## src/rtl/dmem_lsu_pkg.sv

```systemverilog
// Shared constants and types for the data-memory load/store unit.
package dmem_lsu_pkg;

    // RV32 load/store funct3 encodings
    localparam logic [2:0] F3_B  = 3'b000;
    localparam logic [2:0] F3_H  = 3'b001;
    localparam logic [2:0] F3_W  = 3'b010;
    localparam logic [2:0] F3_BU = 3'b100;
    localparam logic [2:0] F3_HU = 3'b101;

    typedef enum logic [2:0] {
        IDLE,
        READ,
        WRITE,
        LOAD,
        RESP
    } lsu_state_t;

    // Stores only have signed-width encodings; loads add the unsigned variants
    function automatic logic f3_legal(input logic is_store, input logic [2:0] f3);
        logic ok;
        ok = (f3 == F3_B) || (f3 == F3_H) || (f3 == F3_W);
        if (!is_store) begin
            ok = ok || (f3 == F3_BU) || (f3 == F3_HU);
        end
        return ok;
    endfunction

    // Halfwords need an even address, words a 4-byte aligned one
    function automatic logic f3_misaligned(input logic [2:0] f3, input logic [1:0] off);
        logic bad;
        bad = 1'b0;
        if ((f3 == F3_H) || (f3 == F3_HU)) begin
            bad = off[0];
        end else if (f3 == F3_W) begin
            bad = (off != 2'b00);
        end
        return bad;
    endfunction

endpackage

```

## src/rtl/dmem_lsu_align.sv

```systemverilog
// Byte-lane alignment: load extract/extend and sub-word store merge.
module lsu_align
    import dmem_lsu_pkg::*;
(
    input  logic [31:0] word,
    input  logic [15:0] wdata,
    input  logic [1:0]  offset,
    input  logic [2:0]  funct3,
    output logic [31:0] load_data,
    output logic [31:0] store_word
);

    logic [7:0]  lane_b;
    logic [15:0] lane_h;

    // Pick the addressed lane and extend it according to funct3
    always_comb begin
        lane_b    = word[{offset, 3'b000} +: 8];
        lane_h    = word[{offset[1], 4'b0000} +: 16];
        load_data = word;
        case (funct3)
            F3_B:    load_data = {{24{lane_b[7]}}, lane_b};
            F3_BU:   load_data = {24'h000000, lane_b};
            F3_H:    load_data = {{16{lane_h[15]}}, lane_h};
            F3_HU:   load_data = {16'h0000, lane_h};
            default: load_data = word;
        endcase
    end

    // Insert the new byte/half into the old word, other lanes untouched
    always_comb begin
        store_word = word;
        case (funct3)
            F3_B:    store_word[{offset, 3'b000} +: 8] = wdata[7:0];
            F3_H:    store_word[{offset[1], 4'b0000} +: 16] = wdata;
            default: store_word = word;
        endcase
    end

endmodule

```

## src/rtl/dmem_lsu.sv

```systemverilog
// Load/store unit between the RV32 datapath and a word-addressed data memory.
module dmem_lsu
    import dmem_lsu_pkg::*;
#(
    parameter int unsigned DEPTH = 64
) (
    input  logic        clk,
    input  logic        reset_n,
    input  logic        req_valid,
    output logic        req_ready,
    input  logic        req_write,
    input  logic [2:0]  req_funct3,
    input  logic [31:0] req_addr,
    input  logic [31:0] req_wdata,
    output logic        resp_valid,
    output logic [31:0] resp_rdata,
    output logic        resp_error,
    output logic [31:0] mem_address,
    output logic        mem_memwrite,
    output logic [31:0] mem_write_data,
    input  logic [31:0] mem_read_data
);

    lsu_state_t  state;
    logic [2:0]  f3_q;
    logic [1:0]  off_q;
    logic [15:0] wdata_q;
    logic        req_err;
    logic [31:0] load_data;
    logic [31:0] store_word;

    // Classify the request presented in IDLE
    always_comb begin
        req_err = !f3_legal(req_write, req_funct3)
               || f3_misaligned(req_funct3, req_addr[1:0])
               || ({2'b00, req_addr[31:2]} >= DEPTH);
    end

    lsu_align u_align (
        .word       (mem_read_data),
        .wdata      (wdata_q),
        .offset     (off_q),
        .funct3     (f3_q),
        .load_data  (load_data),
        .store_word (store_word)
    );

    // Request sequencing with registered core and memory outputs
    always_ff @(posedge clk or negedge reset_n) begin
        if (!reset_n) begin
            state          <= IDLE;
            f3_q           <= '0;
            off_q          <= '0;
            wdata_q        <= '0;
            req_ready      <= 1'b1;
            resp_valid     <= 1'b0;
            resp_rdata     <= '0;
            resp_error     <= 1'b0;
            mem_address    <= '0;
            mem_memwrite   <= 1'b0;
            mem_write_data <= '0;
        end else begin
            case (state)
                IDLE: begin
                    if (req_valid) begin
                        f3_q        <= req_funct3;
                        off_q       <= req_addr[1:0];
                        wdata_q     <= req_wdata[15:0];
                        mem_address <= {2'b00, req_addr[31:2]};
                        req_ready   <= 1'b0;
                        if (req_err) begin
                            state      <= RESP;
                            resp_valid <= 1'b1;
                            resp_error <= 1'b1;
                            resp_rdata <= '0;
                        end else if (!req_write) begin
                            state <= LOAD;
                        end else if (req_funct3 == F3_W) begin
                            state          <= WRITE;
                            mem_memwrite   <= 1'b1;
                            mem_write_data <= req_wdata;
                        end else begin
                            state <= READ;
                        end
                    end
                end
                LOAD: begin
                    resp_rdata <= load_data;
                    resp_valid <= 1'b1;
                    state      <= RESP;
                end
                READ: begin
                    mem_write_data <= store_word;
                    mem_memwrite   <= 1'b1;
                    state          <= WRITE;
                end
                WRITE: begin
                    mem_memwrite <= 1'b0;
                    resp_rdata   <= '0;
                    resp_valid   <= 1'b1;
                    state        <= RESP;
                end
                RESP: begin
                    resp_valid  <= 1'b0;
                    resp_error  <= 1'b0;
                    resp_rdata  <= '0;
                    mem_address <= '0;
                    req_ready   <= 1'b1;
                    state       <= IDLE;
                end
                default: begin
                    state        <= IDLE;
                    mem_memwrite <= 1'b0;
                    req_ready    <= 1'b1;
                end
            endcase
        end
    end

endmodule

```

## config.mk

```make
export PLATFORM = sky130hd
export DESIGN_NAME = dmem_lsu
export DESIGN_NICKNAME = d
export VERILOG_FILES = /design/src/rtl/dmem_lsu_pkg.sv /design/src/rtl/dmem_lsu_align.sv /design/src/rtl/dmem_lsu.sv
export SDC_FILE = /design/constraint.sdc
export NUM_CORES = 1
export LEC_CHECK = 0
export ABC_AREA = 1
export BUFFER_PORTS_ARGS = -buffer_cell sky130_fd_sc_hd__clkbuf_2
export CAP_MARGIN = 20
export CORE_ASPECT_RATIO = 0.6
export CORE_MARGIN = 3
export CORE_UTILIZATION = 30
export CTS_CLUSTER_DIAMETER = 100
export DETAILED_ROUTE_END_ITERATION = 10
export PLACE_DENSITY = 0.51
export SYNTH_ARGS = -nofsm -noshare
export SYNTH_HDL_FRONTEND = slang
export SYNTH_SLANG_ARGS = --single-unit
```

## constraint.sdc

```tcl
create_clock -name clk -period 2.8 [get_ports clk]
set_input_delay 0.42 -clock clk [delete_from_list [all_inputs] [get_ports clk]]
set_output_delay 0.42 -clock clk [all_outputs]
set_load 0.05 [all_outputs]
```

Word level (Yosys, flattened, before mapping)
Cells that the tools add are included.
- add/sub/neg operators: 2
- $lt $le $gt $ge: 1
- reduce and logical (&&, ||, !) cells: 28
- equality and inequality tests: 16
- shift-type cells: 6
- multiplexer cells: 33
- bitwise logic cells: 2
- operator list (kind ; count):
    $mux W32 ; 7
    $pmux W32 S2 ; 3
    $pmux W32 S4 ; 1
    $pmux W32 S3 ; 1
    $bwmux W32 ; 2
    $shift A16 B7 Y32 const A ; 1
    $shift A8 B7 Y32 const A ; 1
    $shiftx A16 B7 Y32 ; 1
    $shiftx A32 B6 Y16 ; 1
    $shiftx A32 B6 Y8 ; 1
    $shiftx A8 B7 Y32 ; 1
    $ge A30 B7 Y1 const B ; 1
    $eq A3 B3 Y1 const B ; 5
    $neg A5 Y7 ; 2
    $mux W1 ; 10
    $ne A2 B2 Y1 const B ; 5
    $reduce_and A5 Y1 ; 2
    $eq A3 B1 Y1 const B ; 3
    $eq A3 B2 Y1 const B ; 3
    $logic_not A3 Y1 ; 3
    $pmux W3 S3 ; 1
    $reduce_and A3 Y1 ; 3
    $logic_or A1 B1 Y1 ; 7
    $mux W3 ; 2
    other kinds (10) ; 21
- output and inout port bits: 100
- flip-flop bits (word level): 124
- word-level logic and storage cells: 99
- bits of input ports: 103

Depth between registers and ports, before layout
- depth in word-level cells: 12
- depth in mapped cells: 12
- gate-level depth less buffers: 10

By module
Synthesis repeated with hierarchy kept, for this count alone.
- cell total of the unflattened synthesis: 1138
- area total of the unflattened synthesis: 7711.1 um^2
- by module, submodules not included (module ; area an instance (um^2) ; sequential area each (um^2) ; cells each ; instances):
    dmem_lsu ; 5258.8 ; 3054.2 ; 597 ; 1
    lsu_align ; 2452.4 ; 0.0 ; 541 ; 1

Worst setup path after synthesis
OpenSTA, ideal clock, no wires.
- path type: register to register
- start point: register off_q[1]
- end point: register mem_write_data[5]
- clock period less this slack: 2.264 ns
- setup time: 0.066 ns
- required time: 2.734 ns
- stages on the path, launching flop included: 12
- data arrival time: 2.198 ns
- slack: 0.536 ns
- cells stage by stage: dfrtp_1 -> inv_2 -> buf_1 -> ha_1 -> buf_4 -> clkinv_1 -> nand3_1 -> o21ai_2 -> nand3_1 -> a21oi_1 -> nand2_1 -> nand2_1
- cells in the longest elaborated chain, start to end: 5
- elaborated cells on any way between the ends: 10
- ends and longest elaborated chain (what ; line ; RTL):
    start: declaration ; dmem_lsu.sv:26 ; logic [1:0] off_q;
    start signal: assignment ; dmem_lsu.sv:67 ; off_q <= req_addr[1:0];
    $neg A5 Y7 (on tied branches) ; dmem_lsu_align.sv:35, dmem_lsu_align.sv:34 ;
    $shiftx A16 B7 Y32 (tied with other cells) ; dmem_lsu_align.sv:35 ; F3_H: store_word[{offset[1], 4'b0000} +: 16] = wdata;
    $bwmux W32 (on tied branches) ; dmem_lsu_align.sv:35, dmem_lsu_align.sv:34 ;
    $pmux W32 S2 * ; dmem_lsu_align.sv:33 ; case (funct3)
    $pmux W32 S2 * ; dmem_lsu.sv:63 ; case (state)
    end signal: assignment ; dmem_lsu.sv:81 ; mem_write_data <= req_wdata;
    end signal: assignment ; dmem_lsu.sv:93 ; mem_write_data <= store_word;
    end: declaration ; dmem_lsu.sv:20 ; output logic [31:0] mem_write_data,
Every way passes the cells marked *; elsewhere a longest branch is shown, timed or not.
A chain may end at the register's enable or synchronous reset.

Worst setup path in the final report
- start point: register off_q[0]
- end point: register mem_write_data[21]
- cells in the longest elaborated chain, start to end: 5
- elaborated cells on any way between the ends: 6
- ends and longest elaborated chain (what ; line ; RTL):
    $neg A5 Y7 * ; dmem_lsu_align.sv:34 ; F3_B: store_word[{offset, 3'b000} +: 8] = wdata[7:0];
    $shiftx A8 B7 Y32 / $shift A8 B7 Y32 (equally long branches) ; dmem_lsu_align.sv:34 ;
    $bwmux W32 * ; dmem_lsu_align.sv:34 ;
    $pmux W32 S2 * ; dmem_lsu_align.sv:33 ;
    $pmux W32 S2 * ; dmem_lsu.sv:63 ;
Marks and branches as above.

==> impl_metrics.tcl <==
set metrics [dict create \
    status "complete, no violations" \
    drv_cap 0 \
    grt_pass1_wl_um 38100 \
    cts-htree-levels 4 \
    dieArea_um2 24900 \
    antenna_found_initial 1 \
    final_util_pct 39.3 \
    synth_edf_count 0 \
    dpl.hpwl_um 19100 \
    dr.pass1.iters 5 \
    crit_arrival_ns 2.53 \
    ys_ff_latch 122 \
    grt.total_usage_pct 20.3 \
    cts.clk_slew.worst_paths_ns 0.06 \
    crit_chain "inv_2 > ha_1 > clkinv_1 > nor2_4 > nand2_1 > nor2_1 > nor2_1 > a21oi_1 > nand3_1 > nand2_1" \
    cts.sinks 122 \
    fmax_mhz 462 \
    hold_end "wdata_q[10]" \
    peakVddDrop_v 0.000612 \
    fillers 2413 \
    crit_path_end_kind "register" \
    seq_area_um2 3050 \
    min_from "req_wdata[10]" \
    post_cts_resized 0 \
    synth_area_per_cell_um2 7.33 \
    wl_um 24800 \
    vias_per_cell 4.76 \
    post-place-ws_ns 0.634 \
    required_ns 3.17 \
    row_count 42 \
    coreArea_um2 22300 \
    clk_latency_ns 0.43 \
    hold_depth 3 \
    async_reset_ff_share_pct 100 \
    clockBufferDepth 2 \
    drtIter0Drc 596 \
    initial_utilization_pct 30.9 \
    drive_gt1_share_pct 25.3 \
    cts_buffers 17 \
    worst_slew_pin_slew_ns 0.687 \
    cp-startpoint "off_q[0]" \
    cts-root-buf "clkbuf_16" \
    overflow 0 \
    cp_num_buf_inv 2 \
    synth_area_um2 6890 \
    die_width_um 202 \
    max_stage_delay_ns 0.47 \
    tns_ns 0 \
    fin_crit_sh_pct 77.3 \
    synthToLayoutAreaGrowth_pct 27.1 \
    min_path_type "in2reg" \
    fin_skew_ns 0.0110 \
    fp.dieH_um 123 \
    antenna_left 0 \
    power_density_nw_per_um2 1120 \
    grt_setup_unrepaired "no" \
    gp_congestion 0.928 \
    syn-instance-count 941 \
    setup_viol 0 \
    total_power_mw 9.84 \
    r2r_end "mem_write_data[21]" \
    slowest_stage "ha_1" \
    finalHoldViolCount 0 \
    synthFlopType "dfrtp_1" \
    r2r_start "off_q[0]" \
    netlist-cell-type-count 36 \
    wl_per_cell_um 17.1 \
    setup_ws_ns 0.635 \
    cts_tree "yes" \
    crit_fanout 10 \
    grt_pass1_vias 6465 \
    io_pins 203 \
    hold-worst-slack_ns 0.210 \
    drc_errors 0 \
    cp_top_family "simple AND/OR/NAND/NOR gates" \
    finalCriticalPeriod_ns 2.16 \
    port-buffer-count 200 \
    post_cts_buffers 0 \
    crit_type "reg2reg" \
    final_common_cell "nand2_1" \
    fin_area_um2 8760 \
    numPlacedInstances 1416 \
    relSlewSlack_pct 54.2 \
    vias 6888 \
    worst_setup_path_start_kind "register" \
    ys_warn_count 0 \
    grt_max_degree 40 \
    slew_viol_final 0 \
    layout.cells.non_filler 1448 \
    reg2reg_depth 10 \
    final_cell_mix "nand2_1, clkbuf_2, dfrtp_1" \
    nNetsFinal 1236 \
    placed_cell_area_um2 8160 \
    multi_input_area_um2 3310 \
    p_leak_nw 4.70 \
    ys_seq_area_share_pct 44.3 \
    reg2reg_slack_ns 0.64 \
]
==> Yosys cell counts, types with 3 or more instances <==
library cell	count	share of area (%)
nand3_2	5	0.73
nand3_1	97	7.0
nand2_2	4	0.36
clkbuf_1	8	0.44
o211ai_1	3	0.33
a22o_1	24	3.0
a21oi_1	34	2.5
inv_2	8	0.44
or2_2	10	0.91
dfrtp_1	121	44
o2111ai_1	4	0.51
nand2_1	318	17
nor2_1	110	6.0
ha_1	5	0.91
o21ai_1	28	2.0
inv_1	57	3.1
buf_6	5	0.82
buf_2	22	1.6
buf_4	13	1.4
o21ai_2	3	0.38
o21ai_0	40	2.9
==> sequential cells by signal, indices dropped and copies added, names as in the netlist <==
name,count
mem_write_data,32
resp_rdata,32
mem_address,30
wdata_q,16
f3_q,3
state,3
off_q,2
mem_memwrite,1
req_ready,1
resp_error,1
resp_valid,1
==> kinds of logic (layout without fill, tap and decap cells) <==
logic type / Yosys count / in the layout / synth area share [%]
compound gates: 139 / 139 / 12.1
other cells: 1 / 4 / 0.0544
simple gates: 558 / 558 / 34.7
flops: 122 / 122 / 44.3
fa+ha+maj: 5 / 5 / 0.908
buf+inv: 116 / 312 / 7.97
==> where the power goes <==
group	switching, mW	leakage (nW)	total [mW]	internal, mW
clock network	0.822	0.285	2.25	1.43
logic	3.67	2.83	4.81	1.14
registers	0.451	1.58	2.78	2.33
==> how the worst max path moves through the flow <==
stage | endpoint | slack, ns | cells after the start
floorplan | mem_write_data[5] | 0.54 | 11
global placement | f3_q[1] | 0.61 | 8
global route | mem_write_data[16] | 0.44 | 10
detailed placement | mem_address[3] | 0.63 | 8
finish | mem_write_data[21] | 0.64 | 10
CTS | mem_address[14] | 0.65 | 8
==> per-layer routing <==
metal	part of all wire, %	up-vias	GRT usage (%)	wire (µm)
met1	51	3165	30.8	12800
met3	9.3	33	7.02	2300
li1	-	3418	-	-
met5	0.48	-	3.17	120
met4	1.5	4	5.70	376
met2	37	268	26.3	9260
==> area by class of cell <==
type	count	area share, %
clock buffers	21	5.26
clock inverters	8	1.39
well taps	308	4.40
diodes	2	0.0571
inverters	66	2.83
multi-input cells	704	37.7
flip-flops and latches	122	34.9
repair buffers	217	13.5
==> worst reg2reg max path: stages (launching register included) <==
cell and delay, ns:
dfrtp_1 0.35, inv_2 0.08, ha_1 0.47, clkinv_1 0.36
nor2_4 0.29, nand2_1 0.09, nor2_1 0.11, nor2_1 0.07
a21oi_1 0.14, nand3_1 0.08, nand2_1 0.06
==> timing repair <==
item	in CTS	in global routing
hold endpoints to repair	26	0
setup endpoints to repair	0	0
hold buffers	1	0
Power figures use the tool's default switching activity.
